## src/rtl/uart_transit_pkg.sv

```systemverilog
// Shared types and widths for the UART transit path.
// Holds the bridge state encoding and a nibble-select helper.
package uart_transit_pkg;

    localparam int NIBBLE_W = 4;
    localparam int BYTE_W   = 8;
    localparam int CNT_W    = 8;

    typedef enum logic [2:0] {
        ST_IDLE    = 3'd0,
        ST_SEND_A  = 3'd1,
        ST_WAIT_A  = 3'd2,
        ST_SEND_B  = 3'd3,
        ST_WAIT_B  = 3'd4,
        ST_TX_WAIT = 3'd5,
        ST_FIRE    = 3'd6
    } bridge_state_t;

    function automatic logic [NIBBLE_W-1:0] pick_nibble(input logic [BYTE_W-1:0] b,
                                                        input logic hi);
        return hi ? b[7:4] : b[3:0];
    endfunction

endpackage

```

## src/rtl/sat_counter.sv

```systemverilog
// Saturating up-counter with synchronous clear; sticks at all-ones.
module sat_counter #(
    parameter int WIDTH = 8
) (
    input  logic             clk,
    input  logic             clr,
    input  logic             inc,
    output logic [WIDTH-1:0] count
);

    logic [WIDTH-1:0] r_count;

    always_ff @(posedge clk) begin
        if (clr) begin
            r_count <= '0;
        end else if (inc && (r_count != '1)) begin
            r_count <= r_count + 1'b1;
        end
    end

    assign count = r_count;

endmodule

```

## src/rtl/byte_nibble_bridge.sv

```systemverilog
// Byte -> two nibbles to the Hamming encoder, decoded nibbles -> byte to the UART transmitter.
// All outputs are registered from the next-state value, so no input reaches an output combinationally.
//
// state      | meaning
// IDLE       | byte_ready high, waiting for byte_valid
// SEND_A/B   | nibble presented with nib_active for ACTIVE_LEN cycles
// WAIT_A/B   | window closed, waiting for the decoded nibble (timeout)
// TX_WAIT    | byte reassembled, waiting for tx_busy low
// FIRE       | one-cycle tx_enable
module byte_nibble_bridge
    import uart_transit_pkg::*;
#(
    parameter int ACTIVE_LEN = 3,
    parameter int TIMEOUT    = 255,
    parameter bit LO_FIRST   = 1'b1
) (
    input  logic                clk,
    input  logic                reset,
    input  logic [BYTE_W-1:0]   byte_in,
    input  logic                byte_valid,
    output logic                byte_ready,
    output logic [NIBBLE_W-1:0] nib_out,
    output logic                nib_active,
    input  logic [NIBBLE_W-1:0] nib_in,
    input  logic                nib_in_valid,
    output logic [BYTE_W-1:0]   tx_byte,
    output logic                tx_enable,
    input  logic                tx_busy,
    output logic [CNT_W-1:0]    ovr_count,
    output logic [CNT_W-1:0]    tmo_count
);

    localparam logic [3:0]       ACT_LOAD = 4'(ACTIVE_LEN - 1);
    localparam logic [CNT_W-1:0] TMO_LOAD = CNT_W'(TIMEOUT - 1);

    bridge_state_t       r_state;
    bridge_state_t       w_state_nxt;
    logic [BYTE_W-1:0]   r_byte;
    logic [3:0]          r_act_cnt;
    logic [CNT_W-1:0]    r_tmo_cnt;
    logic [NIBBLE_W-1:0] r_nib_a;
    logic [NIBBLE_W-1:0] r_nib_b;
    logic                r_cap_a;
    logic                r_cap_b;
    logic                r_byte_ready;
    logic [NIBBLE_W-1:0] r_nib_out;
    logic                r_nib_active;
    logic [BYTE_W-1:0]   r_tx_byte;
    logic                r_tx_enable;

    logic                w_accept;
    logic                w_cap_a_now;
    logic                w_cap_b_now;
    logic                w_win_end;
    logic                w_tmo_exp;
    logic                w_in_wait;
    logic                w_state_change;
    logic                w_ovr_inc;
    logic                w_tmo_inc;
    logic [NIBBLE_W-1:0] w_nib_b;

    // r_byte_ready gates acceptance so the cycle right after reset also counts as not-ready
    assign w_accept       = byte_valid && (r_state == ST_IDLE) && r_byte_ready;
    assign w_cap_a_now    = nib_in_valid && !r_cap_a &&
                            ((r_state == ST_SEND_A) || (r_state == ST_WAIT_A));
    assign w_cap_b_now    = nib_in_valid && !r_cap_b &&
                            ((r_state == ST_SEND_B) || (r_state == ST_WAIT_B));
    assign w_win_end      = (r_act_cnt == '0);
    assign w_tmo_exp      = (r_tmo_cnt == '0);
    assign w_in_wait      = (r_state == ST_WAIT_A) || (r_state == ST_WAIT_B);
    assign w_state_change = (w_state_nxt != r_state);
    assign w_nib_b        = w_cap_b_now ? nib_in : r_nib_b;
    assign w_ovr_inc      = byte_valid && !r_byte_ready;
    assign w_tmo_inc      = w_in_wait && !w_cap_a_now && !w_cap_b_now && w_tmo_exp;

    always_comb begin
        w_state_nxt = r_state;
        case (r_state)
            ST_IDLE:    if (w_accept) w_state_nxt = ST_SEND_A;
            ST_SEND_A:  if (w_win_end) w_state_nxt = (r_cap_a || w_cap_a_now) ? ST_SEND_B : ST_WAIT_A;
            ST_WAIT_A:  if (w_cap_a_now) w_state_nxt = ST_SEND_B;
                        else if (w_tmo_exp) w_state_nxt = ST_IDLE;
            ST_SEND_B:  if (w_win_end) w_state_nxt = (r_cap_b || w_cap_b_now) ? ST_TX_WAIT : ST_WAIT_B;
            ST_WAIT_B:  if (w_cap_b_now) w_state_nxt = ST_TX_WAIT;
                        else if (w_tmo_exp) w_state_nxt = ST_IDLE;
            ST_TX_WAIT: if (!tx_busy) w_state_nxt = ST_FIRE;
            ST_FIRE:    w_state_nxt = ST_IDLE;
            default:    w_state_nxt = ST_IDLE;
        endcase
    end

    always_ff @(posedge clk) begin
        if (reset) begin
            r_state      <= ST_IDLE;
            r_byte       <= '0;
            r_act_cnt    <= '0;
            r_tmo_cnt    <= '0;
            r_nib_a      <= '0;
            r_nib_b      <= '0;
            r_cap_a      <= 1'b0;
            r_cap_b      <= 1'b0;
            r_byte_ready <= 1'b0;
            r_nib_out    <= '0;
            r_nib_active <= 1'b0;
            r_tx_byte    <= '0;
            r_tx_enable  <= 1'b0;
        end else begin
            r_state      <= w_state_nxt;
            r_byte_ready <= (w_state_nxt == ST_IDLE);
            r_nib_active <= (w_state_nxt == ST_SEND_A) || (w_state_nxt == ST_SEND_B);
            r_tx_enable  <= (w_state_nxt == ST_FIRE);

            // both timers reload on every state change, which clears the timeout on WAIT entry
            if (w_state_change) begin
                r_act_cnt <= ACT_LOAD;
                r_tmo_cnt <= TMO_LOAD;
            end else begin
                if (r_act_cnt != '0) r_act_cnt <= r_act_cnt - 1'b1;
                if (w_in_wait && (r_tmo_cnt != '0)) r_tmo_cnt <= r_tmo_cnt - 1'b1;
            end

            if (w_accept) begin
                r_byte    <= byte_in;
                r_cap_a   <= 1'b0;
                r_cap_b   <= 1'b0;
                r_nib_out <= pick_nibble(byte_in, !LO_FIRST);
            end
            if (w_cap_a_now) begin
                r_cap_a <= 1'b1;
                r_nib_a <= nib_in;
            end
            if (w_cap_b_now) begin
                r_cap_b <= 1'b1;
                r_nib_b <= nib_in;
            end
            if (w_state_change && (w_state_nxt == ST_SEND_B)) begin
                r_nib_out <= pick_nibble(r_byte, LO_FIRST);
            end
            if (w_state_change && (w_state_nxt == ST_TX_WAIT)) begin
                r_tx_byte <= LO_FIRST ? {w_nib_b, r_nib_a} : {r_nib_a, w_nib_b};
            end
        end
    end

    sat_counter #(.WIDTH(CNT_W)) u_ovr_cnt (
        .clk   (clk),
        .clr   (reset),
        .inc   (w_ovr_inc),
        .count (ovr_count)
    );

    sat_counter #(.WIDTH(CNT_W)) u_tmo_cnt (
        .clk   (clk),
        .clr   (reset),
        .inc   (w_tmo_inc),
        .count (tmo_count)
    );

    assign byte_ready = r_byte_ready;
    assign nib_out    = r_nib_out;
    assign nib_active = r_nib_active;
    assign tx_byte    = r_tx_byte;
    assign tx_enable  = r_tx_enable;

endmodule

```

## config.mk

```make
export PLATFORM = sky130hd
export DESIGN_NAME = byte_nibble_bridge
export DESIGN_NICKNAME = d
export VERILOG_FILES = /design/src/rtl/uart_transit_pkg.sv /design/src/rtl/sat_counter.sv /design/src/rtl/byte_nibble_bridge.sv
export SDC_FILE = /design/constraint.sdc
export NUM_CORES = 1
export LEC_CHECK = 0
export ABC_AREA = 1
export BUFFER_PORTS_ARGS = -buffer_cell sky130_fd_sc_hd__buf_2
export CELL_PAD_IN_SITES_DETAIL_PLACEMENT = 0
export CELL_PAD_IN_SITES_GLOBAL_PLACEMENT = 2
export CORE_MARGIN = 3
export CORE_UTILIZATION = 31
export DETAILED_ROUTE_END_ITERATION = 8
export HOLD_SLACK_MARGIN = 0.1
export PLACE_DENSITY = 0.77
export SLEW_MARGIN = 10
export SYNTH_ARGS = -nofsm -noshare
export SYNTH_HDL_FRONTEND = slang
export SYNTH_SLANG_ARGS = --single-unit
export TNS_END_PERCENT = 10
```

## constraint.sdc

```tcl
create_clock -name clk -period 2.75 [get_ports clk]
set_clock_uncertainty 0.15 [all_clocks]
set_input_delay 0.55 -clock clk [delete_from_list [all_inputs] [get_ports clk]]
set_output_delay 0.55 -clock clk [all_outputs]
set_load 0.01 [all_outputs]
```

---- Word-level counts from Yosys, hierarchy flattened ----
Index checks and enable logic that the tools add are counted.
operators by class
  $add $sub $neg .......................... 4
  reductions and logical operators ........ 38
  mux-type cells .......................... 20
  equality and inequality tests ........... 12
operators by type and width
  kind                                                  count
  2-to-1 mux 3 bit                                      7
  case mux 3 bit (6 select lines)                       1
  adder 8 x 1 -> 8 bit (second input constant)          2
  2-to-1 mux 8 bit                                      2
  != test 8 bit (second input constant)                 2
  logical AND 1 bit                                     15
  equality test 3 bit (second input constant)           4
  2-to-1 mux 4 bit                                      3
  nonzero test 2 bit                                    5
  equality test 3 x 2 -> 1 bit (second input constant)  3
  zero test 8 bit                                       1
  nonzero test 8 bit                                    1
  subtractor 8 x 1 -> 8 bit (second input constant)     1
  equality test 3 x 1 -> 1 bit (second input constant)  2
  zero test 3 bit                                       2
  logical OR 1 bit                                      6
  zero test 1 bit                                       5
  2-to-1 mux 1 bit                                      5
  zero test 4 bit                                       1
  2-to-1 mux 2 bit                                      2
  nonzero test 4 bit                                    1
  subtractor 4 x 1 -> 4 bit (second input constant)     1
  != test 3 bit                                         1
  OR reduction 2 bit                                    1
word-level totals
  output and inout port bits .............. 31
  bits in registers ....................... 64
  word-level logic and storage cells ...... 91
  bits of input ports ..................... 17

---- Depth between registers and ports, before layout ----
  word-level depth ........................ 10
  mapped depth ............................ 15
  gate-level depth less buffers ........... 14

---- Modules after synthesis ----
Synthesis repeated with hierarchy kept, for this count alone.
unflattened totals
  cell total of the unflattened synthesis .. 451
  area, all modules ....................... 3050.4 µm²
by module, submodules not included
  module              cells each  sequential area each (µm²)  times used  area each (µm²)
  byte_nibble_bridge  297         880.8                       1           2082.0
  sat_counter         77          160.2                       2           484.2

---- Worst setup path after synthesis ----
No wires, ideal clock.
  kind .................................... register to register
  from .................................... register r_tmo_cnt[0]
  to ...................................... register r_tx_byte[6], in the netlist tx_byte[6]
  required time ........................... 2.487 ns
  slack ................................... 0.860 ns
  library setup time ...................... 0.113 ns
  period minus slack after synthesis ...... 1.890 ns
  path buffers ............................ 1
  stages on the path, launching flop included .. 15
  arrival ................................. 1.627 ns
  cells stage by stage .................... dfxtp_1 -> inv_1 -> ha_1 -> nand2_1 -> nor2_2 -> inv_2 -> o21ai_1 -> nand3b_1 -> nand3_4 -> nand2_4 -> inv_2 -> buf_6 -> nand2_1 -> nand2_1 -> nor2_1
on the way
  word-level cells in the longest chain between the ends .. 6
  elaborated cells between the ends (all ways) .. 8
  those cells by class .................... eq/ne (2); mux (4); reduce/logical (2)
RTL lines
  element                                               line                                                 text
  start, declared                                       byte_nibble_bridge.sv:40                             logic [CNT_W-1:0] r_tmo_cnt;
  start signal, assigned                                byte_nibble_bridge.sv:119                            if (w_in_wait && (r_tmo_cnt != '0)) r_tmo_cnt <= r_tmo_cnt - 1'b1;
  zero test 8 bit (*)                                   byte_nibble_bridge.sv:69                             assign w_tmo_exp = (r_tmo_cnt == '0);
  2-to-1 mux 3 bit (*)                                  byte_nibble_bridge.sv:82, byte_nibble_bridge.sv:85
  2-to-1 mux 3 bit (on tied branches)                   byte_nibble_bridge.sv:84, byte_nibble_bridge.sv:81
  case mux 3 bit (6 select lines) (*)                   byte_nibble_bridge.sv:78                             case (r_state)
  != test 3 bit or equality test 3 bit (tied branches)  byte_nibble_bridge.sv:71, byte_nibble_bridge.sv:139
  logical AND 1 bit (*)                                 byte_nibble_bridge.sv:139                            if (w_state_change && (w_state_nxt == ST_TX_WAIT)) begin
  end signal, assigned                                  byte_nibble_bridge.sv:140                            r_tx_byte <= LO_FIRST ? {w_nib_b, r_nib_a} : {r_nib_a, w_nib_b};
  end, declared                                         byte_nibble_bridge.sv:48                             logic [BYTE_W-1:0] r_tx_byte;
Every way passes the cells marked *; elsewhere a longest branch is shown, timed or not.
A chain may end at the register's enable or synchronous reset.

---- Worst setup path in the final report ----
Ends and elaborated chain as after synthesis.

==> flow_summary_export.csv <==
group,metric,value,unit
placed_design,place_hpwl,4.88,mm
drt,post_drt_wl_per_cell,12.2,um
floorplanning,rows,33,
pwr,clkPwrFrac,29.2,%
critical_path,crit_required,2830,ps
pwr,pwr-share-seq,40.9,%
synth,synthTopCellsByCount,"nand2_1 (72), dfxtp_1 (60), nor2_1 (56)",
synth,synth_seq_cells,60,
critical_path,worstPathMaxFanout,12,
clock_tree,cts.sinks,60,
sta,worst_slew_pin_slew,463,ps
layout,syn_to_final_growth,19.6,%
sta,relSlewSlack,69.1,%
drt,routed_via_density,4.61,
synth,synth_top_area_share,43.7,%
flow_run,drv_cap,0,
run_status,status,"completed",
layout,n_fill_cell,917,
min_path,hold_class,"reg -> reg",
critical_path,critical_path_class,"reg -> reg",
sta,finalHoldViolCount,0,
layout,drive_above_1_share,21.8,%
clock_tree,ctsHoldBuffers,0,
pwr,p_leak,0.00155,uW
drt,antenna_left,0,
drt,routed_wl,6.61,mm
pwr,power_switching,989,uW
layout,final_area,3290,um^2
placed_design,routabilityCongestion,0.795,
sta,rsz0062_at_grt,"false",
layout,instances_no_fill,540,
critical_path,crit_arrival,2240,ps
sta,setup_ws,598,ps
placed_design,dp_slack,538,ps
grt,grt_pass1_vias,2340,
critical_path,startpoint,"r_tmo_cnt[0]",
placed_design,io_buffers,47,
grt,antenna_found_initial,0,
synth,synthArstFlopShare,0,%
sta,finalCritPeriodShare,78.3,%
synth,synth_edf_count,0,
grt,grt_max_degree,25,
clock_tree,cts.repair.resized,0,
drt,drt_iter0_drc,57,
placed_design,placed_area,3100,um^2
critical_path,r2r_cells,13,
synth,ys_top_cells_by_area,"dfxtp_1 (44%), nand2_1 (9.8%), nor2_1 (7.6%)",
synth,yosysSeqAreaShare,43.7,%
sta,period_needed,2150,ps
synth,yosysWarnings,0,
pwr,ir_worst_vdd,0.432,mV
floorplanning,core-area,8420,um^2
sta,setup_viol,0,
synth,synth_nets,399,
synth,synth_flop_cell,"dfxtp_1",
clock_tree,cts_root_buffer,"clkbuf_8",
layout,nNetsFinal,452,
critical_path,r2r_start,"r_tmo_cnt[0]",
synth,syn_avg_cell_area,7.26,um^2
clock_tree,path_clk_slew,70,ps
pwr,p_total,2730,uW
floorplanning,start_util,32.7,%
synth,synth_area_leader_cell,"dfxtp_1",
pwr,powerDensity,830,nW/um^2
floorplanning,die-width,100,um
synth,netlist_area,2750,um^2
synth,yosysMostFrequentCell,"nand2_1",
sta,slew_viol_final,0,
layout,n_antenna_cell,0,
drt,vias,2488,
floorplanning,num_io_pins,48,
min_path,hp-start,"r_act_cnt[3]",
sta,setup_tns,0,ps
placed_design,dp.cells,526,
floorplanning,die-area,10000,um^2
clock_tree,numCtsBuffers,9,
grt,track_usage,13.8,%
floorplanning,die_h,100,um
clock_tree,htree_levels,3,
clock_tree,cts_setup_buffers,0,
grt,grt_pass1_wl,10.9,mm
critical_path,crit_path_end_kind,"register",
min_path,hold-path-cell-count,2,
pwr,combPwrFrac,29.9,%
drt,first_pass_iters,4,
drt,drcViolationCount,0,
grt,overflow,0,
pwr,internal-power,1740,uW
synth,synth_cells,379,
clock_tree,clockBufferDepth,2,
sta,max_freq,465,MHz
critical_path,worstSetupStartpointType,"register",
pwr,swShare,36.2,%
clock_tree,cts_tree,"yes",
synth,synth.distinct_cells,38,
clock_tree,clock_latency,330,ps
==> kinds of logic after synthesis <==
family / share of synthesized area (%)
compound gates: 12.9
xor+xnor: 1.59
fa+ha+maj: 1.36
buf+inv: 8.78
flops: 43.7
mux: 1.46
simple gates: 30.2
==> worst max-delay path: stages, from the launching register on <==
cell and delay (ps):
dfxtp_1 310, inv_1 90, ha_1 180, nand2_1 110
nor2_2 210, inv_2 70, o21ai_1 150, nand3b_1 150
nand3_4 190, nand2_4 100, inv_2 170, nand2_1 80
nand2_1 60, nor2_1 30
==> routing by layer <==
metal,wire (um),vias up,track usage (%)
li1,-,1327,-
met4,159,0,7.46
met5,0,-,0
met1,3190,1109,17.4
met2,3010,41,22.3
met3,254,11,2.64
==> per-stage QoR <==
step / utilization (%) / hold WS [ps]
2_1_floorplan: - / 273
3_3_place_gp: 36.8 / 293
3_5_place_dp: 36.8 / 289
4_1_cts: 39.1 / 299
5_1_grt: 39.1 / 325
6_report: 39.1 / 295
==> power by group through the flow <==
stage          clock network (uW)  logic [uW]  registers (uW)
6_report                      798         818            1120
3_5_place_dp                    0         826            1140
5_1_grt                       858         944            1140
3_3_place_gp                    0         822            1130
2_1_floorplan                   0         611            1120
4_1_cts                       828         833            1120
==> worst paths after layout <==
check | endpoint | slack [ps]
worst max-delay path | tx_byte[6] | 600
worst min-delay path | r_act_cnt[3] | 290
worst max register to register | tx_byte[6] | 600
worst min register to register | r_act_cnt[3] | 290
==> flip-flops by register name, indices dropped and copies added, names as in the netlist, 3 cells and up <==
name	flops
r_nib_b	4
r_state	3
u_tmo_cnt.count	8
tx_byte	8
nib_out	4
r_tmo_cnt	8
r_nib_a	4
r_byte	4
u_ovr_cnt.count	8
r_act_cnt	4
==> cells in the final DEF (no fill, tap or decap), drive strengths merged <==
master   n
nand3b   1
a31oi    3
nor3     8
nand3   23
a211oi   1
clkinv   1
dfxtp   60
nor4     4
and2     1
o211ai   2
a21oi   26
nor2    61
xor2     4
mux2i    4
ha       3
o21bai   1
inv     54
nand4    3
o31ai    1
bufinv   1
o21ai   32
xnor2    1
or2      1
nor3b    1
clkbuf  12
buf     50
nand2   76
==> final cells by class <==
class	count	area (um^2)	area share (%)
Multi-Input combinational cell	257	1310	39.8
Sequential cell	60	1200	36.5
Timing Repair Buffer	50	258	7.83
Inverter	54	203	6.16
Clock buffer	12	155	4.71
Tap cell	105	131	3.99
Clock inverter	2	35.0	1.06
Power figures use the tool's default switching activity.
